`src/rtl/pr_banked.sv`:
```
// pr_banked: banked P-R register file with R0 flags, Q user-mode bit and a bank dump engine.
// Defining PR_AWP_EN compiles in the AWP {Z,M,V,C} load path.
module pr_banked #(
    parameter int unsigned  WIDTH = 16,
    parameter int unsigned  AW    = 3,
    parameter int unsigned  BANKS = 2,
    localparam int unsigned BW    = (BANKS > 1) ? $clog2(BANKS) : 1
) (
    input  logic             __clk,
    input  logic             __rst_,
    input  logic [WIDTH-1:0] w,
    input  logic [AW-1:0]    addr,
    input  logic [BW-1:0]    bank,
    input  logic             we,
    input  logic             blr,
    input  logic             w_bar,
    input  logic             zer,
    input  logic             ust_z,
    input  logic             ust_mc,
    input  logic             ust_v,
    input  logic             ust_leg,
    input  logic             zs,
    input  logic             s_1,
    input  logic             s0,
    input  logic             carry,
    input  logic             aryt,
    input  logic             ovf,
    input  logic             awp_fp,
    input  logic [3:0]       awp_zmvc,
    output logic [WIDTH-1:0] l,
    output logic [8:0]       r0,
    output logic             q,
    input  logic             dump_req,
    input  logic [BW-1:0]    dump_bank,
    input  logic             dump_ready,
    output logic             dump_valid,
    output logic [AW-1:0]    dump_idx,
    output logic [WIDTH-1:0] dump_data,
    output logic             dump_busy,
    output logic             dump_done
);

    localparam int unsigned NREG = 1 << AW;
    localparam int unsigned LAST = NREG - 1;
    // Bit 0 (MSB-first numbering) sits at vector position WIDTH-1.
    localparam int unsigned ZB = WIDTH - 1;
    localparam int unsigned MB = WIDTH - 2;
    localparam int unsigned VB = WIDTH - 3;
    localparam int unsigned CB = WIDTH - 4;
    localparam int unsigned LB = WIDTH - 5;
    localparam int unsigned EB = WIDTH - 6;
    localparam int unsigned GB = WIDTH - 7;
    localparam int unsigned QB = WIDTH - 11;

    typedef enum logic [1:0] {S_IDLE, S_LOAD, S_SEND, S_DONE} state_e;

    logic [WIDTH-1:0] regs_q [BANKS][NREG];
    logic [WIDTH-1:0] r0_q, r0_d;
    logic             q_q, q_d;
    state_e           state_q, state_d;
    logic [AW-1:0]    idx_q, idx_d;
    logic [BW-1:0]    dbank_q, dbank_d;
    logic             valid_q, valid_d, busy_q, busy_d, done_q, done_d;

`ifndef PR_AWP_EN
    logic awp_unused_c;
    assign awp_unused_c = ^{awp_fp, awp_zmvc};
`endif

    // User register file; index 0 of each bank is never written (R0 lives separately).
    always_ff @(posedge __clk or negedge __rst_) begin
        if (!__rst_) begin
            regs_q <= '{default: '0};
        end else if (we && addr != '0) begin
            regs_q[bank][addr] <= w;
        end
    end

    // R0 next value: flag enables, then AWP, then W-bus write, then zer on top.
    always_comb begin
        r0_d = r0_q;
        if (ust_z) r0_d[ZB] = zs;
        if (ust_mc) begin
            r0_d[MB] = s0;
            r0_d[CB] = carry;
        end
        if (ust_v) r0_d[VB] = r0_q[VB] | ovf;
        if (ust_leg) begin
            r0_d[LB] = aryt ? s_1 : ~carry;
            r0_d[EB] = zs;
            r0_d[GB] = aryt ? ~(zs | s_1) : (carry & ~zs);
        end
`ifdef PR_AWP_EN
        if (awp_fp && !q_q) r0_d[ZB:CB] = awp_zmvc;
`endif
        if (we && addr == '0) begin
            if (q_q) r0_d[WIDTH-9:0] = w[WIDTH-9:0];
            else     r0_d = w;
        end
        if (zer) r0_d = '0;
    end

    always_comb begin
        q_d = q_q;
        if (w_bar) q_d = w[QB];
        if (zer)   q_d = 1'b0;
    end

    always_ff @(posedge __clk or negedge __rst_) begin
        if (!__rst_) begin
            r0_q <= '0;
            q_q  <= 1'b0;
        end else begin
            r0_q <= r0_d;
            q_q  <= q_d;
        end
    end

    always_comb begin
        l = regs_q[bank][addr];
        if (addr == '0) l = r0_q;
        if (blr)        l = {(WIDTH-8)'(0), r0_q[WIDTH-1 -: 8]};
    end

    assign r0 = r0_q[WIDTH-1 -: 9];
    assign q  = q_q;

    always_ff @(posedge __clk or negedge __rst_) begin
        if (!__rst_) begin
            state_q <= S_IDLE;
            idx_q   <= '0;
            dbank_q <= '0;
            valid_q <= 1'b0;
            busy_q  <= 1'b0;
            done_q  <= 1'b0;
        end else begin
            state_q <= state_d;
            idx_q   <= idx_d;
            dbank_q <= dbank_d;
            valid_q <= valid_d;
            busy_q  <= busy_d;
            done_q  <= done_d;
        end
    end

    // Dump engine: walks idx 1..LAST of the latched bank, one beat per accepted handshake.
    always_comb begin
        state_d = state_q;
        idx_d   = idx_q;
        dbank_d = dbank_q;
        valid_d = valid_q;
        busy_d  = busy_q;
        done_d  = 1'b0;
        unique case (state_q)
            S_IDLE: begin
                if (dump_req) begin
                    state_d = S_LOAD;
                    idx_d   = AW'(1);
                    dbank_d = dump_bank;
                    busy_d  = 1'b1;
                end
            end
            S_LOAD: begin
                state_d = S_SEND;
                valid_d = 1'b1;
            end
            S_SEND: begin
                if (valid_q && dump_ready) begin
                    if (idx_q == AW'(LAST)) begin
                        state_d = S_DONE;
                        valid_d = 1'b0;
                        done_d  = 1'b1;
                    end else begin
                        idx_d = idx_q + AW'(1);
                    end
                end
            end
            S_DONE: begin
                state_d = S_IDLE;
                busy_d  = 1'b0;
                idx_d   = '0;
            end
            default: state_d = S_IDLE;
        endcase
    end

    assign dump_valid = valid_q;
    assign dump_idx   = idx_q;
    assign dump_data  = regs_q[dbank_q][idx_q];
    assign dump_busy  = busy_q;
    assign dump_done  = done_q;

endmodule
```
`config.mk`:
```
export PLATFORM = sky130hd
export DESIGN_NAME = pr_banked
export DESIGN_NICKNAME = d
export VERILOG_FILES = /design/src/rtl/pr_banked.sv
export SDC_FILE = /design/constraint.sdc
export NUM_CORES = 1
export LEC_CHECK = 0
export ABC_AREA = 0
export CAP_MARGIN = 10
export CORE_MARGIN = 3
export CORE_UTILIZATION = 60
export CTS_CLUSTER_SIZE = 24
export DETAILED_ROUTE_END_ITERATION = 12
export MAX_ROUTING_LAYER = met4
export PLACE_DENSITY_LB_ADDON = 0.25
export SKIP_LAST_GASP = 1
export SYNTH_ARGS = -nofsm -noshare
export SYNTH_HDL_FRONTEND = slang
export SYNTH_SLANG_ARGS = --single-unit
```
`constraint.sdc`:
```
create_clock -name __clk -period 2.5 [get_ports __clk]
set_input_delay 0.5 -clock __clk [delete_from_list [all_inputs] [get_ports __clk]]
set_output_delay 0.5 -clock __clk [all_outputs]
set_load 0.05 [all_outputs]
```
==> results of run 1 <==
==> per-stage QoR <==
step                total power [mW]  setup slack [ps]  cells  hold WS [ps]  cell area (um2)
global route                    18.9              -669   1452           386            17900
CTS                             17.6              -663   1441           376            17600
global placement                12.8              -237   1383           360            16400
detailed placement              13.0              -220   1383           361            16400
floorplan                       10.9              -190   1011           204            14800
finish                          18.1              -631   1452           372            17900
==> critical path, stage by stage, from the launching register on <==
cell,delay (ps)
dfrtp_4,520
buf_6,150
buf_12,130
clkbuf_16,160
mux4_2,410
mux4_2,510
buf_8,180
==> Yosys cell counts (all sizes together), types with 2 or more instances <==
| cell | count | share of area |
|---|---|---|
| a31oi | 4 | 0.0017 |
| a311oi | 2 | 0.0012 |
| nand3 | 3 | 0.0014 |
| inv | 4 | 0.0010 |
| o221ai | 4 | 0.0024 |
| nor3 | 5 | 0.0017 |
| mux4 | 119 | 0.19 |
| clkbuf | 65 | 0.017 |
| mux2 | 225 | 0.17 |
| ha | 7 | 0.0060 |
| a211o | 2 | 0.0012 |
| mux2i | 51 | 0.035 |
| nor2 | 46 | 0.014 |
| dfrtp | 282 | 0.48 |
| nand2 | 33 | 0.0084 |
| o21ai | 18 | 0.0061 |
| o22ai | 5 | 0.0021 |
| nand2b | 6 | 0.0026 |
| or3 | 2 | 0.00085 |
| buf | 60 | 0.029 |
| a21oi | 22 | 0.0075 |
| nand3b | 4 | 0.0020 |
| a221oi | 7 | 0.0042 |
| a211oi | 25 | 0.013 |
| nor2b | 2 | 0.00085 |
==> layer usage <==
layer | share of wire | vias to the layer above | track usage
met5 | 0 | - | -
met4 | 0.040 | 0 | 0.104
met3 | 0.076 | 115 | 0.0542
met2 | 0.48 | 459 | 0.487
met1 | 0.40 | 5150 | 0.430
li1 | - | 4006 | -
==> layout by cell type (no fill, tap or decap), types with 3 or more instances in the layout <==
master,n
a211oi_1,15
a211oi_2,10
a21oi_1,22
a221oi_2,4
a221oi_4,3
a31oi_1,4
buf_12,43
buf_2,3
buf_4,68
buf_6,22
buf_8,8
clkbuf_1,6
clkbuf_16,31
clkbuf_8,5
clkdlybuf4s50_1,45
clkinv_2,8
clkinvlp_4,3
dfrtp_1,275
dfrtp_2,6
ha_1,7
inv_1,4
mux2_2,225
mux2i_1,44
mux2i_2,7
mux4_1,7
mux4_2,106
mux4_4,6
nand2_1,33
nand2b_1,6
nand3b_1,4
nor2_1,30
nor2_2,16
nor3_2,3
o21ai_0,10
o21ai_2,7
o221ai_1,4
o22ai_1,5
==> power breakdown <==
part	switching, mW	internal (mW)
logic	3.34	4.03
registers	0.829	5.50
clock network	1.89	2.57
total	6.05	12.1
==> sequential cells by signal, summed over array words and instances, names as in the netlist <==
register	cells
r0_q	16
dbank_q	1
state_q	2
dump_valid	1
dump_busy	1
dump_idx	3
regs_q	256
dump_done	1
q	1
==> final cells by class <==
cell class,count,share of cell area
inverter,4,0.000838
sequential,282,0.395
timing repair buffer,192,0.126
clock buffer,41,0.0470
tap,319,0.0223
clock inverter,15,0.00824
multi-input combinational,599,0.401
==> cells by family after synthesis <==
logic type / Yosys count / share of synthesized area
multiplexers: 395 / 0.392
adder cells (fa/ha/maj): 7 / 0.00595
AND/OR/NAND/NOR: 106 / 0.0350
buffers and inverters: 130 / 0.0471
flip-flops: 282 / 0.479
AO/OA/AOI/OAI: 91 / 0.0403
==> worst max-delay path by stage <==
| stage | startpoint | end | depth (start not counted) |
|---|---|---|---|
| floorplan | bank | l[3] | 7 |
| global placement | bank | l[9] | 6 |
| detailed placement | bank | l[14] | 6 |
| CTS | dbank_q$_DFFE_PN0P_ | dump_data[2] | 4 |
| global route | dbank_q$_DFFE_PN0P_ | dump_data[15] | 5 |
| finish | dbank_q$_DFFE_PN0P_ | dump_data[7] | 6 |
==> timing repair <==
action,in CTS,in global routing
setup endpoints to repair,33,30
buffers inserted,1,11
gates cloned,0,2
hold buffers,1,0
hold endpoints to repair,51,0
pin swaps,7,4
gates resized for setup,34,45
==> out/qor.yml, run 1 <==
status: "finished with violations"
violations: "setup timing"
row_count: 56
holdCritPathClass: "register to register"
h-tree-depth: 1
grt_max_degree: 59
vdd_drop_max_uv: 863
final-hold-violation-count: 0
clk_latency_ps: 550
worstReg2RegStart: "dump_idx[0]$_DFFE_PN0P_"
syn-num-nets: 1062
synth_warnings: 0
fillers: 1466
skew_ps: 7.24
rsz0062_at_grt: "true"
hold_path_depth: 0
grt_usage: 0.314
finalSetupViolations: 22
grt_pass1_vias: 10109
portBuffers: 86
final.setup.tns_ps: -9300
die_w_um: 163
r2r_slack_ps: 510
vias: 9730
ant_nets: 0
numCtsBuffers: 30
antenna_found_initial: 0
max_freq_ghz: 0.319
p_leak_nw: 7.57
nets: 1160
drtPass1Iterations: 5
cts_buffer_depth: 3
regArea_mm2: 0.00707
grt_pass1_wl_mm: 60.6
cap_viol_max_count: 0
post-route-period-util: 1.25
synth_ff_type: "dfrtp_1"
p_per_area_mw_per_mm2: 1010
utilization: 0.752
core_area_mm2: 0.0238
cp.required_ps: 2000
slew_headroom: 0.453
avgSynthCellArea_um2: 14.6
cp_max_fo: 5
via_per_inst: 6.70
worstMarginPinSlew_ps: 818
clk_pin_slew_worst_paths_ps: 60
wl_mm: 40.1
period_needed_ps: 3130
hp-start: "regs_q[127]$_DFFE_PN0P_"
crit_arrival_ps: 2630
wl_per_cell_um: 27.6
drive_gt1_frac: 0.525
io_pins: 92
async_reset_ff_frac: 1.00
grt-ovfl-total: 0
ys_seq_area_frac: 0.479
syn_area_mm2: 0.0147
ys_seq_elements: 282
clock_sinks: 282
drt_iter0_drc: 942
multiInputGateArea_mm2: 0.00719
start_util: 0.618
worstSetupPathType: "register to output pin"
netlist_instances: 1011
start_kind: "register"
ys_types: 40
synth-edff-count: 0
diodes: 0
die_y_um: 163
syn_to_final_growth_pct: 21.7
end_kind: "output pin"
root_buffer: "clkbuf_16"
timing.final.ws_setup_ps: -631
drc: 0
hpwlAfterDp_mm: 25.9
dieArea_mm2: 0.0264
cts_tree: "done"
gp_congestion: 0.873
slew_viol_final: 0
r2r_cells: 6
holdPathEnd: "regs_q[127]$_DFFE_PN0P_"
timing.rr.end: "dump_idx[0]$_DFFE_PN0P_"
Note: power is estimated with default switching activity, not from simulation.
==> run 2, diff against run 1 <==
--- a/config.mk
+++ b/config.mk
@@ -7,6 +7,7 @@
 export LEC_CHECK = 0
 export ABC_AREA = 0
 export CAP_MARGIN = 10
+export CORE_ASPECT_RATIO = 0.5
 export CORE_MARGIN = 3
 export CORE_UTILIZATION = 60
 export CTS_CLUSTER_SIZE = 24
==> constraint.sdc (replaced) <==
create_clock -name __clk -period 3.1 [get_ports __clk]
set_input_delay 0.62 -clock __clk [delete_from_list [all_inputs] [get_ports __clk]]
set_output_delay 0.62 -clock __clk [all_outputs]
set_load 0.05 [all_outputs]
==> run 2 against run 1 <==
The flow still finishes with violations (setup timing). Combinational power decreased by 19%. Power decreased by 20%. Die area is 0.43% higher. Non-clock buffer count shrank 15. Critical path type unchanged. Highest routed layer unchanged. Critical path depth down 1. First-iteration DRC count increased by 5.5%. Routed wire length down 0.28%. Largest power group unchanged. Critical endpoint is now dump_data[0].
==> out/qor.yml, run 2 (synthesized netlist as in run 1, its figures left out) <==
cts_buffer_depth: 3  # unchanged
worstMarginPinSlew_ps: 911  # +93.0 ps
dieArea_mm2: 0.0266  # +0.43%
h-tree-depth: 1  # unchanged
final-hold-violation-count: 0  # unchanged
gp_congestion: 0.862  # -1.3%
start_util: 0.627  # +0.00926
largest_reg_flops: 256  # unchanged
timing.rr.end: "dump_idx[0]$_DFFE_PN0P_"
max_freq_ghz: 0.309
vdd_drop_max_uv: 475  # -45%
row_count: 39  # -30%
final.setup.tns_ps: -1640  # +7660 ps
clk_latency_ps: 540  # about the same
ant_nets: 0  # unchanged
wl_mm: 40.0  # -0.28%
grt_max_degree: 81  # +37%
rsz0062_at_grt: "true"
finalSetupViolations: 16  # -27%
top_register: "regs_q"
holdCritPathClass: "input port to async pin"
skew_ps: 4.96  # -2.28 ps
hpwlAfterDp_mm: 25.6  # -1.2%
numCtsBuffers: 26  # -13%
start_kind: "register"
slew_viol_final: 0  # unchanged
core_area_mm2: 0.0235  # -1.5%
drive_gt1_frac: 0.482  # -0.0432
regArea_mm2: 0.00706  # about the same
drtPass1Iterations: 5  # unchanged
power_mw: 14.4  # -20%
die_y_um: 117  # -28%
timing.final.ws_setup_ps: -131  # +499 ps
final_common_cell: "dfrtp_1"
r2r_cells: 7  # +1
cap_viol_max_count: 0  # unchanged
crit_end: "dump_data[0]"
status: "finished with violations"
grt_pass1_wl_mm: 61.7  # +1.8%
syn_to_final_growth_pct: 18.1
nets: 1141  # -1.6%
cp_max_fo: 5  # unchanged
vias: 9574  # -1.6%
cts_tree: "done"
drt_iter0_drc: 994  # +5.5%
wl_per_cell_um: 27.8  # +0.62%
die_w_um: 228  # +40%
crit_path_start: "dbank_q$_DFFE_PN0P_"
violations: "setup timing"
stdcell_area_mm2: 0.0174  # -2.9%
worstReg2RegStart: "dump_idx[1]$_DFFE_PN0P_"
placed_area_mm2: 0.0161  # -1.9%
cp.required_ps: 2480  # +480 ps
crit_arrival_ps: 2610  # -20 ps
multiInputGateArea_mm2: 0.00698  # -2.8%
root_buffer: "clkbuf_16"
clock_sinks: 282  # unchanged
r2r_slack_ps: 880  # +370 ps
final_cell_mix: "280 x dfrtp_1, 225 x mux2_2, 107 x mux4_2, 71 x buf_4, 51 x mux2i_1"
antenna_found_initial: 0  # unchanged
via_per_inst: 6.65  # -0.71%
fillers: 1402  # -4.4%
grt-ovfl-total: 0  # unchanged
portBuffers: 86  # unchanged
end_kind: "output pin"
slew_headroom: 0.391  # -0.0622
grt_usage: 0.325  # +0.0113
grt_pass1_vias: 10263  # +1.5%
post-route-period-util: 1.04
p_per_area_mw_per_mm2: 831  # -18%
drc: 0  # unchanged
period_needed_ps: 3230
p_leak_nw: 7.39  # -2.4%
io_pins: 92  # unchanged
worstSetupPathType: "register to output pin"
clk_pin_slew_worst_paths_ps: 70  # about the same
==> run 2: changes by cell type in the layout (fill, tap and decap cells not counted), moves of 7 or more <==
| cell | previous run | this run |
|---|---|---|
| mux2i_1 | 44 | 51 |
| buf_12 | 43 | 30 |
| buf_6 | 22 | 11 |
| o21ai_2 | 7 | 0 |
| a221oi_1 | 0 | 7 |
| mux2i_2 | 7 | 0 |
==> run 2: how the worst min path moves through the flow <==
stage | start | to | slack (ps) | cells past startpoint
final | __rst_ | regs_q[18]$_DFFE_PN0P_ | 60 | 1
after global routing | __rst_ | regs_q[242]$_DFFE_PN0P_ | 100 | 1
after CTS | __rst_ | regs_q[242]$_DFFE_PN0P_ | 80 | 1
after detailed placement | regs_q[240]$_DFFE_PN0P_ | regs_q[240]$_DFFE_PN0P_ | 360 | 0
after global placement | regs_q[254]$_DFFE_PN0P_ | regs_q[254]$_DFFE_PN0P_ | 360 | 0
after floorplan | __rst_ | dbank_q$_DFFE_PN0P_ | 320 | 0
==> run 2: per-layer routing <==
layer / global-route usage / up-vias / part of all wire
li1: - / 3960 / -
met1: 0.435 / 5099 / 0.41
met2: 0.506 / 424 / 0.48
met3: 0.0854 / 91 / 0.087
met4: 0.0818 / 0 / 0.026
met5: - / - / 0
==> run 2: cell type report <==
cell class                 count  share of cell area
sequential                   282               0.406
timing repair buffer         177               0.115
antenna                        1            0.000144
tap                          328              0.0236
clock buffer                  33              0.0430
inverter                       4            0.000864
multi-input combinational    599               0.402
clock inverter                15             0.00979
==> run 2: where the power goes <==
part,internal (mW),switching (mW)
combinational,3.20,2.74
sequential,4.43,0.616
clock,1.97,1.48
==> run 2: worst max-delay path, stage by stage (launching register included) <==
cell and delay [ps]:
dfrtp_4 500, buf_12 160, buf_12 140, mux4_4 570
mux4_2 520, buf_8 170
==> run 2: repair_timing <==
action | in CTS | in global routing
buffers inserted | 12 | 0
cloned | 4 | 0
pin swaps | 0 | 0
resized for setup | 32 | 5
hold buffers | 0 | 0
endpoints found under the setup margin | 16 | 20
==> run 2: per-stage QoR <==
stage | worst slack (ps) | cells | util | hold slack [ps]
detailed placement | 17.9 | 1375 | 0.687 | 363
global route | -168 | 1438 | 0.741 | 100
global placement | 48.0 | 1375 | 0.687 | 360
CTS | -132 | 1439 | 0.741 | 78.1
finish | -131 | 1439 | 0.741 | 62.9
floorplan | 160 | 1011 | - | 324
